==> config.mk <==
export PLATFORM = sky130hd
export DESIGN_NAME = sram_rd_arbiter
export DESIGN_NICKNAME = d
export VERILOG_FILES = /design/src/rtl/sram_arb_pkg.sv /design/src/rtl/rr_pick2.sv /design/src/rtl/sram_rd_arbiter.sv
export SDC_FILE = /design/constraint.sdc
export NUM_CORES = 1
export LEC_CHECK = 0
export CAP_MARGIN = 20
export CORE_AREA = 3 3 116 118
export CTS_BUF_LIST = sky130_fd_sc_hd__clkbuf_4 sky130_fd_sc_hd__clkbuf_8
export CTS_CLUSTER_SIZE = 14
export DETAILED_ROUTE_END_ITERATION = 10
export DIE_AREA = 0 0 119 121
export PLACE_DENSITY_LB_ADDON = 0.2
export SLEW_MARGIN = 40
export SYNTH_ARGS = -nofsm -noshare
export SYNTH_HDL_FRONTEND = slang
export SYNTH_SLANG_ARGS = --single-unit
==> constraint.sdc <==
create_clock -name i_clk -period 6.97 [get_ports i_clk]
set_clock_uncertainty 0.1 [all_clocks]
set_input_delay 1.394 -clock i_clk [delete_from_list [all_inputs] [get_ports i_clk]]
set_output_delay 1.394 -clock i_clk [all_outputs]
set_load 0.1 [all_outputs]
==> src/rtl/sram_arb_pkg.sv <==
// Shared types for the dual-read SRAM arbiter: controller state and the
// per-read-port pending response slot.
package sram_arb_pkg;

  typedef enum logic {
    ST_CLEAR,
    ST_RUN
  } arb_state_t;

  // Slot field widths; must cover the arbiter's WIDTH and $clog2(NUM_REQ).
  localparam int unsigned SLOT_DATA_W = 32;
  localparam int unsigned SLOT_IDX_W  = 2;

  typedef struct packed {
    logic                   valid;
    logic [SLOT_IDX_W-1:0]  idx;
    logic                   fwd;
    logic [SLOT_DATA_W-1:0] data;
  } pend_slot_t;

endpackage

==> src/rtl/rr_pick2.sv <==
// Combinational round-robin picker: up to two grants per cycle, scanning from
// i_ptr, with the pointer for the following cycle.
module rr_pick2 #(
  parameter int unsigned NUM_REQ = 4,
  parameter int unsigned IW      = $clog2(NUM_REQ)
) (
  input  logic [NUM_REQ-1:0] i_valid,
  input  logic [IW-1:0]      i_ptr,
  output logic               o_g0_valid,
  output logic [IW-1:0]      o_g0_idx,
  output logic               o_g1_valid,
  output logic [IW-1:0]      o_g1_idx,
  output logic [IW-1:0]      o_next_ptr
);

  logic [IW:0]   w_scan;
  logic [IW-1:0] w_last;

  always_comb begin
    o_g0_valid = 1'b0;
    o_g0_idx   = '0;
    o_g1_valid = 1'b0;
    o_g1_idx   = '0;
    w_scan     = '0;
    for (int unsigned i = 0; i < NUM_REQ; i++) begin
      // ptr + i stays below 2*NUM_REQ, so one conditional subtract is a full modulo.
      w_scan = {1'b0, i_ptr} + (IW + 1)'(i);
      if (w_scan >= (IW + 1)'(NUM_REQ)) begin
        w_scan = w_scan - (IW + 1)'(NUM_REQ);
      end
      if (i_valid[w_scan[IW-1:0]]) begin
        if (!o_g0_valid) begin
          o_g0_valid = 1'b1;
          o_g0_idx   = w_scan[IW-1:0];
        end else if (!o_g1_valid) begin
          o_g1_valid = 1'b1;
          o_g1_idx   = w_scan[IW-1:0];
        end
      end
    end

    w_last = o_g1_valid ? o_g1_idx : o_g0_idx;
    if (!o_g0_valid) begin
      o_next_ptr = i_ptr;
    end else if (w_last == IW'(NUM_REQ - 1)) begin
      o_next_ptr = '0;
    end else begin
      o_next_ptr = w_last + 1'b1;
    end
  end

endmodule

==> src/rtl/sram_rd_arbiter.sv <==
// Shares one 1W2R SRAM between NUM_REQ readers and one writer: zero-fill after
// reset, two round-robin reads per cycle, same-cycle write forwarding.
module sram_rd_arbiter
  import sram_arb_pkg::*;
#(
  parameter  int unsigned WIDTH   = 32,
  parameter  int unsigned DEPTH   = 8,
  parameter  int unsigned NUM_REQ = 4,
  localparam int unsigned AW      = $clog2(DEPTH),
  localparam int unsigned IW      = $clog2(NUM_REQ)
) (
  input  logic                     i_clk,
  input  logic                     i_rst_n,
  input  logic [NUM_REQ-1:0]       i_req_valid,
  input  logic [NUM_REQ*AW-1:0]    i_req_addr,
  output logic [NUM_REQ-1:0]       o_req_ready,
  output logic [NUM_REQ-1:0]       o_rsp_valid,
  output logic [NUM_REQ*WIDTH-1:0] o_rsp_data,
  input  logic                     i_w_e,
  input  logic [AW-1:0]            i_w_addr,
  input  logic [WIDTH-1:0]         i_w_data,
  output logic                     o_w_ready,
  output logic                     o_sram_w_e,
  output logic [AW-1:0]            o_sram_w_addr,
  output logic [WIDTH-1:0]         o_sram_w_data,
  output logic                     o_sram_r0_e,
  output logic [AW-1:0]            o_sram_r0_addr,
  input  logic [WIDTH-1:0]         i_sram_r0_data,
  output logic                     o_sram_r1_e,
  output logic [AW-1:0]            o_sram_r1_addr,
  input  logic [WIDTH-1:0]         i_sram_r1_data,
  output logic                     o_init_busy
);

  arb_state_t    r_state, w_state_d;
  logic [AW-1:0] r_clr_cnt, w_clr_cnt_d;
  logic [IW-1:0] r_ptr, w_next_ptr;
  pend_slot_t    r_slot [2];
  pend_slot_t    w_slot_d [2];

  logic               w_run;
  logic               w_wr_acc;
  logic [NUM_REQ-1:0] w_req_gated;
  logic               w_gv [2];
  logic [IW-1:0]      w_gi [2];
  logic [AW-1:0]      w_rd_addr [2];
  logic [WIDTH-1:0]   w_sram_rd [2];
  logic [WIDTH-1:0]   w_port_data [2];
  logic [AW-1:0]      w_req_addr [NUM_REQ];
  logic [WIDTH-1:0]   w_rsp_lane [NUM_REQ];

  for (genvar k = 0; k < NUM_REQ; k++) begin : g_lane
    assign w_req_addr[k]                 = i_req_addr[k*AW +: AW];
    assign o_rsp_data[k*WIDTH +: WIDTH] = w_rsp_lane[k];
  end

  assign w_run       = (r_state == ST_RUN);
  assign w_wr_acc    = i_w_e & o_w_ready;
  assign w_req_gated = w_run ? i_req_valid : '0;
  assign w_sram_rd[0] = i_sram_r0_data;
  assign w_sram_rd[1] = i_sram_r1_data;

  rr_pick2 #(
    .NUM_REQ (NUM_REQ),
    .IW      (IW)
  ) u_pick (
    .i_valid    (w_req_gated),
    .i_ptr      (r_ptr),
    .o_g0_valid (w_gv[0]),
    .o_g0_idx   (w_gi[0]),
    .o_g1_valid (w_gv[1]),
    .o_g1_idx   (w_gi[1]),
    .o_next_ptr (w_next_ptr)
  );

  always_comb begin
    w_state_d     = r_state;
    w_clr_cnt_d   = r_clr_cnt;
    o_init_busy   = 1'b0;
    o_w_ready     = 1'b0;
    o_sram_w_e    = 1'b0;
    o_sram_w_addr = '0;
    o_sram_w_data = '0;
    case (r_state)
      ST_CLEAR: begin
        o_init_busy   = 1'b1;
        // Reset forces this state, so gate the write off while reset is held.
        o_sram_w_e    = i_rst_n;
        o_sram_w_addr = r_clr_cnt;
        w_clr_cnt_d   = r_clr_cnt + 1'b1;
        if (r_clr_cnt == AW'(DEPTH - 1)) begin
          w_state_d   = ST_RUN;
          w_clr_cnt_d = '0;
        end
      end
      ST_RUN: begin
        o_w_ready     = 1'b1;
        o_sram_w_e    = i_w_e;
        o_sram_w_addr = i_w_addr;
        o_sram_w_data = i_w_data;
      end
      default: ;
    endcase
  end

  always_comb begin
    o_req_ready = '0;
    for (int p = 0; p < 2; p++) begin
      if (w_gv[p]) begin
        o_req_ready[w_gi[p]] = 1'b1;
      end
      w_rd_addr[p]         = w_req_addr[w_gi[p]];
      w_slot_d[p].valid    = w_gv[p];
      w_slot_d[p].idx      = SLOT_IDX_W'(w_gi[p]);
      // The RAM returns stale data on a same-cycle collision; capture the write instead.
      w_slot_d[p].fwd      = w_wr_acc && (i_w_addr == w_rd_addr[p]);
      w_slot_d[p].data     = SLOT_DATA_W'(i_w_data);
    end
  end

  assign o_sram_r0_e    = w_gv[0];
  assign o_sram_r0_addr = w_rd_addr[0];
  assign o_sram_r1_e    = w_gv[1];
  assign o_sram_r1_addr = w_rd_addr[1];

  always_comb begin
    o_rsp_valid = '0;
    for (int k = 0; k < NUM_REQ; k++) begin
      w_rsp_lane[k] = '0;
    end
    for (int p = 0; p < 2; p++) begin
      w_port_data[p] = r_slot[p].fwd ? WIDTH'(r_slot[p].data) : w_sram_rd[p];
      if (r_slot[p].valid) begin
        o_rsp_valid[IW'(r_slot[p].idx)] = 1'b1;
        w_rsp_lane[IW'(r_slot[p].idx)]  = w_port_data[p];
      end
    end
  end

  always_ff @(posedge i_clk or negedge i_rst_n) begin
    if (!i_rst_n) begin
      r_state   <= ST_CLEAR;
      r_clr_cnt <= '0;
      r_ptr     <= '0;
      r_slot[0] <= '0;
      r_slot[1] <= '0;
    end else begin
      r_state   <= w_state_d;
      r_clr_cnt <= w_clr_cnt_d;
      r_ptr     <= w_next_ptr;
      r_slot[0] <= w_slot_d[0];
      r_slot[1] <= w_slot_d[1];
    end
  end

endmodule

==> metrics <==
Fill cells=1168; DIE WIDTH=119 um; synthesized area per cell=8.08 um^2; clk_lat worst skew=0.30 ns; worst r2r dst=r_slot[68]; post-cts resize count=0; final RePlAce weighted congestion=0.899; vias in the first global route=5932; Hold Startpoint=r_clr_cnt[0]; register area share after synthesis=23.5%; worst path required time=5.48 ns; Hold Crit Class=register to register; grt ovf=0; Yosys top cell area share=23.5%; first-pass GRT wire length=33.6 mm; FF-to-FF setup slack=3.71 ns; final hold violation count=0; Post-synth top flop=dfrtp_1; nets=980; cell area after synthesis=4900 um^2; Max-Cap Viols=0; mean number of vias per cell=5.98; clock net sink count=46; Synth Instances=607; CTS Buf Count=5; chip height=121 um; pre-CTS setup slack=0.789 ns; synthesis-stage register bit count=46; CP arrival=4.68 ns; Slew Limit Fails=0; fin crit share=88.6%; initial antenna violation count=1; final setup margin=0.798 ns; drt wl/cell=21.7 um; Setup Buffers After CTS=0; Yosys top cell by area=dfrtp_1; critical path launch point type=primary input; fraction of registers with async set/reset=100%; Root Driver=clkbuf_8; H-tree depth=2; Routed WL=22.4 mm; synth top area cells=dfrtp_1 23%, mux2i_1 15%, mux2_2 9.0%, o22ai_1 8.8%, o21ai_0 8.3%; num rows=41; layout cells sized above 1=31.0%; Worst Path Max Fanout=24; # setup viols final=0; IO buf count=299; Post-synth EDFFs=0; Area Growth Syn to Fin=46.5%; Post-route DRC=0; first drt pass iteration count=5; DIE AREA=14400 um^2; top-count cell post-synth=o21ai_0; number of hold buffers added after cts=0; multi-input logic area=3470 um^2; DP HPWL=16.3 mm; Hold Path Sink=r_clr_cnt[0]; f_max=162 MHz; largest net degree at the start of global routing=66; library cells used by synthesis=65; register area=1160 um^2; CP endpoint kind=output port; FF-to-FF path depth=9; Core Region=12600 um^2; post-route setup TNS=0 ns; Vias=6175; Slew @ Worst Pin=0.726 ns; Clk pin slew, worst setup/hold paths=0.09 ns; slew margin rel.=51.4%; CTS tree=built; Commonest cells post-synth=81 x o21ai_0, 74 x mux2i_1, 72 x nand3_1; Starting Density=39.0%; Final min period=6.17 ns; worst r2r src=r_ptr[0]; DR iter-0 viols=555; Mapped Nets=729; YS warnings=0; post-route ant nets=0; status=finished clean; hold path depth=1; maximum clock path buffer count=2; Crit Path Class=primary input to output port; RSZ-0062 raised after global routing=false; I/O Pins=300; Total GRT Usage=29.2%
## per-stage QoR
step	cell area (um^2)	hold WS [ns]	utilization [%]	std cells
2_1_floorplan	4910	0.381	-	607
3_3_place_gp	7910	0.418	62.9	1022
3_5_place_dp	7070	0.441	56.3	1023
4_1_cts	7180	0.451	57.1	1031
5_1_grt	7190	0.470	57.2	1032
6_report	7190	0.448	57.2	1032
## worst max-delay path by stage
| stage | from | depth (start not counted) | slack (ns) | to |
|---|---|---|---|---|
| 2_1_floorplan | i_req_valid[1] | 7 | 0.53 | o_req_ready[1] |
| 3_3_place_gp | i_req_valid[0] | 10 | 0.90 | o_sram_r1_addr[1] |
| 3_5_place_dp | i_req_valid[0] | 10 | 0.79 | o_sram_r1_addr[1] |
| 4_1_cts | i_req_valid[0] | 10 | 0.78 | o_sram_r1_addr[1] |
| 5_1_grt | i_req_valid[0] | 10 | 0.52 | o_sram_r1_addr[1] |
| 6_report | i_req_valid[0] | 10 | 0.80 | o_sram_r1_addr[1] |
## placed cells by master, fill, tap and decap left out, types with 5 or more instances in the layout
cell type        instances
nor2_1                   8
a21oi_1                  8
and2_1                  35
or2_2                    6
o22ai_1                 69
clkbuf_8                 5
nand2_1                 17
mux2_2                  39
nand2b_1                 5
clkdlybuf4s50_1        116
buf_2                  173
o21ai_0                 81
inv_1                   10
a211oi_1                 6
buf_4                   18
dfrtp_1                 44
nand3_1                 71
mux2i_1                 74
## per-layer routing
| metal | share of wire [%] | GRT usage [%] | wire length [um] | vias to the layer above |
|---|---|---|---|---|
| li1 | - | - | - | 2788 |
| met4 | 4.3 | 11.5 | 971 | 0 |
| met5 | 0 | 0 | 0 | - |
| met1 | 39 | 36.7 | 8690 | 2947 |
| met3 | 8.7 | 6.57 | 1950 | 62 |
| met2 | 48 | 48.9 | 10800 | 378 |
## worst max-delay path, stage by stage
cell and delay (ns):
clkdlybuf4s50_1 0.79, mux4_2 0.60, and2_1 0.19, ha_1 0.19
and3_1 0.16, nor2_1 0.33, clkinv_1 0.33, and3_1 0.23
a31oi_1 0.15, buf_4 0.32
## cell families after synthesis
group | count (synthesis) | synth area share, %
xor+xnor | 3 | 0.536
simple gates | 168 | 19.1
flops | 46 | 23.5
buf+inv | 76 | 6.10
mux | 116 | 25.3
compound gates | 194 | 24.5
fa+ha+maj | 4 | 1.02
## cell type report
type / count / area share, %
diodes: 1 / 0.0348
clock buffers: 5 / 0.958
clock inverters: 3 / 0.557
inverters: 12 / 0.627
multi-input cells: 485 / 48.3
flip-flops and latches: 46 / 16.1
well taps: 172 / 2.99
repair buffers: 308 / 30.4
## registers in the layout, indices dropped and copies added, names as in the netlist
signal,flops
r_clr_cnt,3
r_ptr,2
r_slot,40
r_state,1
Power is left out: the tool's default activity adds up to more than one toggle a clock period on the data nets, which glitch-free logic cannot reach.
==> edit 1: new RTL, same flow settings <==
`DEPTH`: 8 -> 16.
--- a/src/rtl/sram_rd_arbiter.sv
+++ b/src/rtl/sram_rd_arbiter.sv
@@ -6,3 +6,3 @@
   parameter  int unsigned WIDTH   = 32,
-  parameter  int unsigned DEPTH   = 8,
+  parameter  int unsigned DEPTH   = 16,
   parameter  int unsigned NUM_REQ = 4,
Ports: changed (5 resized); port bits go from 300 to 308. No check against the original RTL was run, so the function may have changed too.
==> edit 1 against the unedited design <==
  * Synthesized cell count increased by 3.5%
  * Register-to-register slack lost 480 ps
  * Setup slack improved by 16 ps
  * Synthesized area rose by 5.3%
  * Non-clock buffer count grew 8
  * Critical path depth shrank 2
  * Wire length grew 4.7%
  * Sequential cell count is 1 higher
  * Cell area rose by 5.2%
  * Critical endpoint is now o_sram_r1_addr[2]
Power is left out: the tool's default activity adds up to more than one toggle a clock period on the data nets, which glitch-free logic cannot reach.
==> edit 1: results (changes against the unedited design) <==
stage	metric	value	unit	change
placed_design	hpwl	17300	um	+6.1%
synthesis	synth_area_leaders	dfrtp_1 (23%), mux2i_1 (15%), mux2_2 (8.5%)		
final_layout	largestRegisters	r_slot: 40 flops, r_clr_cnt: 4 flops, r_ptr: 2 flops		
worst_setup_path	crit_family	multiplexers		
worst_setup_path	critPathMaxStageDelay	690	ps	-100 ps
synthesis	synthAdderAreaFrac	0.727	%	-0.29 points
final_layout	antenna_cells	0		-1
final_layout	drive_gt1_share	30.8	%	-0.15 points
sta	slew-limit-headroom	39.5	%	-12 points
synthesis	ys_types	66		+1.5%
detailed_routing	routed-via-count	6417		+3.9%
run_status	status	finished clean		
placed_design	io_buffer_count	307		+2.7%
global_routing	grt_max_degree	55		-17%
synthesis	yosysSeqAreaShare	22.8	%	-0.69 points
synthesis	synthTopCellsByCount	mux2i_1 (79), o21ai_0 (78), nand3_1 (69), o22ai_1 (67), dfrtp_1 (47)		
detailed_routing	drt_iter0_drc	656		+18%
global_routing	grt_pass1_vias	6158		+3.8%
synthesis	syn_nets	754		+3.4%
global_routing	grt_pass1_wl	35200	um	+4.7%
placed_design	gp_congestion	0.941		+4.6%
worst_setup_path	crit_fanout	17		-29%
final_layout	fillers	1159		-0.77%
final_layout	fin_nets	1014		+3.5%
global_routing	grtUsageTotal	30.4	%	+1.2 points
edit 1: cell count changes in the layout (fill, tap and decap cells not counted), moves of 5 or more:
cell	change
or2_2	-5
a21oi_1	+5
xnor2_1	+9
mux2i_1	+5
clkdlybuf4s50_1	+5
edit 1: area by class of cell:
class | instances | area share [%]
timing repair buffer | 316 | 30.5
multi-input combinational | 505 | 48.8
clock buffer | 7 | 1.27
sequential | 47 | 15.7
clock inverter | 1 | 0.0993
tap | 172 | 2.85
inverter | 13 | 0.712
edit 1: path summary, 6_finish.rpt:
check                                         start                        to  slack (ps)  cells past startpoint
max                                  i_req_valid[2]         o_sram_r1_addr[2]         810                      8
min                        r_clr_cnt[2]$_DFFE_PN0N_  r_clr_cnt[2]$_DFFE_PN0N_         410                      1
max reg2reg                    r_ptr[0]$_DFFE_PN0N_      r_slot[32]$_DFF_PN0_        3230                      9
min reg2reg                r_clr_cnt[2]$_DFFE_PN0N_  r_clr_cnt[2]$_DFFE_PN0N_         410                      1
max in group asynchronous                   i_rst_n         r_state$_DFF_PN0_        5170                      2
min in group asynchronous                   i_rst_n      r_slot[32]$_DFF_PN0_        1110                      2
edit 1: logic make-up after synthesis:
family	Yosys count
adders and majority gates	3
DFF	47
muxes	124
AOI/OAI and AO/OA	189
xor gates and xnor gates	13
buffers and inverters	76
and+or+nand+nor	176
edit 1: metrics by stage:
| step | area [um2] | setup WS, ps | cells | utilization (%) |
|---|---|---|---|---|
| after global routing | 7560 | 684 | 1061 | 60.1 |
| after CTS | 7550 | 823 | 1061 | 60.1 |
| after global placement | 8270 | 940 | 1052 | 65.8 |
| after floorplan | 5160 | 277 | 628 | - |
| after detailed placement | 7450 | 807 | 1053 | 59.2 |
| final | 7560 | 814 | 1061 | 60.1 |
edit 1: per-layer routing:
layer	up-vias	share of wire (%)	GRT usage [%]
met5	-	0.055	0
met2	386	49	51.6
met1	3080	38	37.3
met3	74	8.9	6.95
met4	2	4.5	12.3
li1	2875	-	-
==> edit 2: new RTL, same flow settings <==
Made on the original files. Reset style: synchronous (`i_rst_n`), changed in one clocked block.
--- a/src/rtl/sram_rd_arbiter.sv
+++ b/src/rtl/sram_rd_arbiter.sv
@@ -139,3 +139,3 @@
 
-  always_ff @(posedge i_clk or negedge i_rst_n) begin
+  always_ff @(posedge i_clk) begin
     if (!i_rst_n) begin
Check against the original RTL: differs if i_rst_n is asserted again (counterexample within 4 cycles, from zero or initial values and one cycle with i_rst_n low); with i_rst_n held inactive, the same outputs for 10 cycles.
==> edit 2 against the unedited design <==
  * Register-to-register slack lost 180 ps
  * Synthesized area grew 4.3%
  * Count of clock-buffer cells in the layout is the same
  * Sequential cell count is the same
  * Largest cell class unchanged
  * Cell area grew 2.3%
  * Highest routed layer unchanged
  * Wire length shrank 2.3%
  * Setup slack gained 390 ps
Power is left out: it rests on default switching activity, and per cell area and clock period it moved more than threefold.
==> edit 2: results (changes against the unedited design) <==
stage	metric	value	unit	change
sta	worstMarginPinSlew	745	ps	+18.8 ps
clock_network	cts-resized-gates	0		unchanged
synthesis	synth_area_leaders	dfxtp_1 (18%), o21ai_0 (12%), nand3_1 (11%)		
global_routing	antenna_found_initial	0		-1
synthesis	yosysSeqAreaShare	18.0	%	-5.5 points
synthesis	syn_nets	825		+13%
detailed_routing	drt-total-wl	21900	um	-2.3%
worst_setup_path	critPathMaxStageDelay	750	ps	-40 ps
clock_network	clock_tree.buffer_depth	2		unchanged
placed_design	hpwl	16100	um	-1.3%
worst_hold_path	hold_path_class	reg2reg		
synthesis	ys.flop_type	dfxtp_1		
clock_network	clk_pin_slew	90	ps	about the same
run_status	status	finished clean		
clock_network	cts_root_buffer	clkbuf_8		
placed_design	io_buffer_count	299		unchanged
placed_design	gp_congestion	0.911		+1.3%
worst_setup_path	crit_fanout	22		-8.3%
synthesis	ys_types	62		-4.6%
synthesis	synthTopCellsByCount	o21ai_0 (127), nand3_1 (112), and2_1 (67), mux2i_1 (54), dfxtp_1 (46)		
placed_design	post_dp_cell_area	0.00727	mm2	+2.8%
final_layout	finalNonFillerCells	1124		+8.9%
global_routing	grt_pass1_wl	32900	um	-2.3%
global_routing	grt_pass1_vias	5637		-5.0%
placed_design	dpl_worst_slack	1190	ps	+401 ps
final_layout	antenna_cells	0		-1
synthesis	synthArstFlopShare	0	%	-100 points
synthesis	synth.avg_cell_area	7.27	um2	-10%
final_layout	drive_gt1_share	28.5	%	-2.5 points
global_routing	grt_max_degree	54		-18%
detailed_routing	drt_iter0_drc	505		-9.0%
detailed_routing	routed-via-count	6465		+4.7%
worst_setup_path	worstPathArrival	4290	ps	-390 ps
final_layout	fillers	1256		+7.5%
global_routing	grtUsageTotal	28.3	%	-0.93 points
-- edit 2: final timing paths --
path,from,end,slack [ps],cells past startpoint
max reg2reg,r_ptr[1]$_SDFFE_PN0P_,r_slot[0][32]$_SDFF_PN0_,3530,10
max,i_req_valid[3],o_sram_r0_addr[1],1180,10
min,r_clr_cnt[1]$_SDFFE_PN0N_,r_clr_cnt[1]$_SDFFE_PN0N_,440,2
min reg2reg,r_clr_cnt[1]$_SDFFE_PN0N_,r_clr_cnt[1]$_SDFFE_PN0N_,440,2
-- edit 2: tightest hold or removal path: stages (launching register included) --
cell,delay (ps)
dfxtp_1,360
mux2i_1,80
nor2_1,80
-- edit 2: area by class of cell --
type,instances,area share [%]
sequential,46,12.6
timing repair buffer,313,30.2
multi-input combinational,570,52.4
tap,172,2.93
clock inverter,2,0.136
clock buffer,5,0.936
inverter,16,0.817
-- edit 2: logic make-up (layout without fill, tap and decap cells) --
group | count (synthesis) | after routing | synth area share, %
buffers and inverters | 87 | 336 | 7.00
muxes | 96 | 96 | 21.0
xor gates and xnor gates | 6 | 6 | 1.03
and+or+nand+nor | 262 | 262 | 28.2
DFF | 46 | 46 | 18.0
AOI/OAI and AO/OA | 202 | 202 | 23.8
adders and majority gates | 4 | 4 | 0.979
-- edit 2: routing by layer --
layer	up-vias	track usage, %	share of wire, %
li1	3069	-	-
met4	0	6.73	2.1
met1	3023	37.3	41
met5	-	0	0
met2	341	48.0	49
met3	32	5.22	7.6
-- edit 2: through the flow --
step	hold slack, ps	util, %
4_1_cts	446	58.5
2_1_floorplan	386	-
3_5_place_dp	427	57.9
6_report	439	58.5
3_3_place_gp	413	64.6
5_1_grt	489	58.5
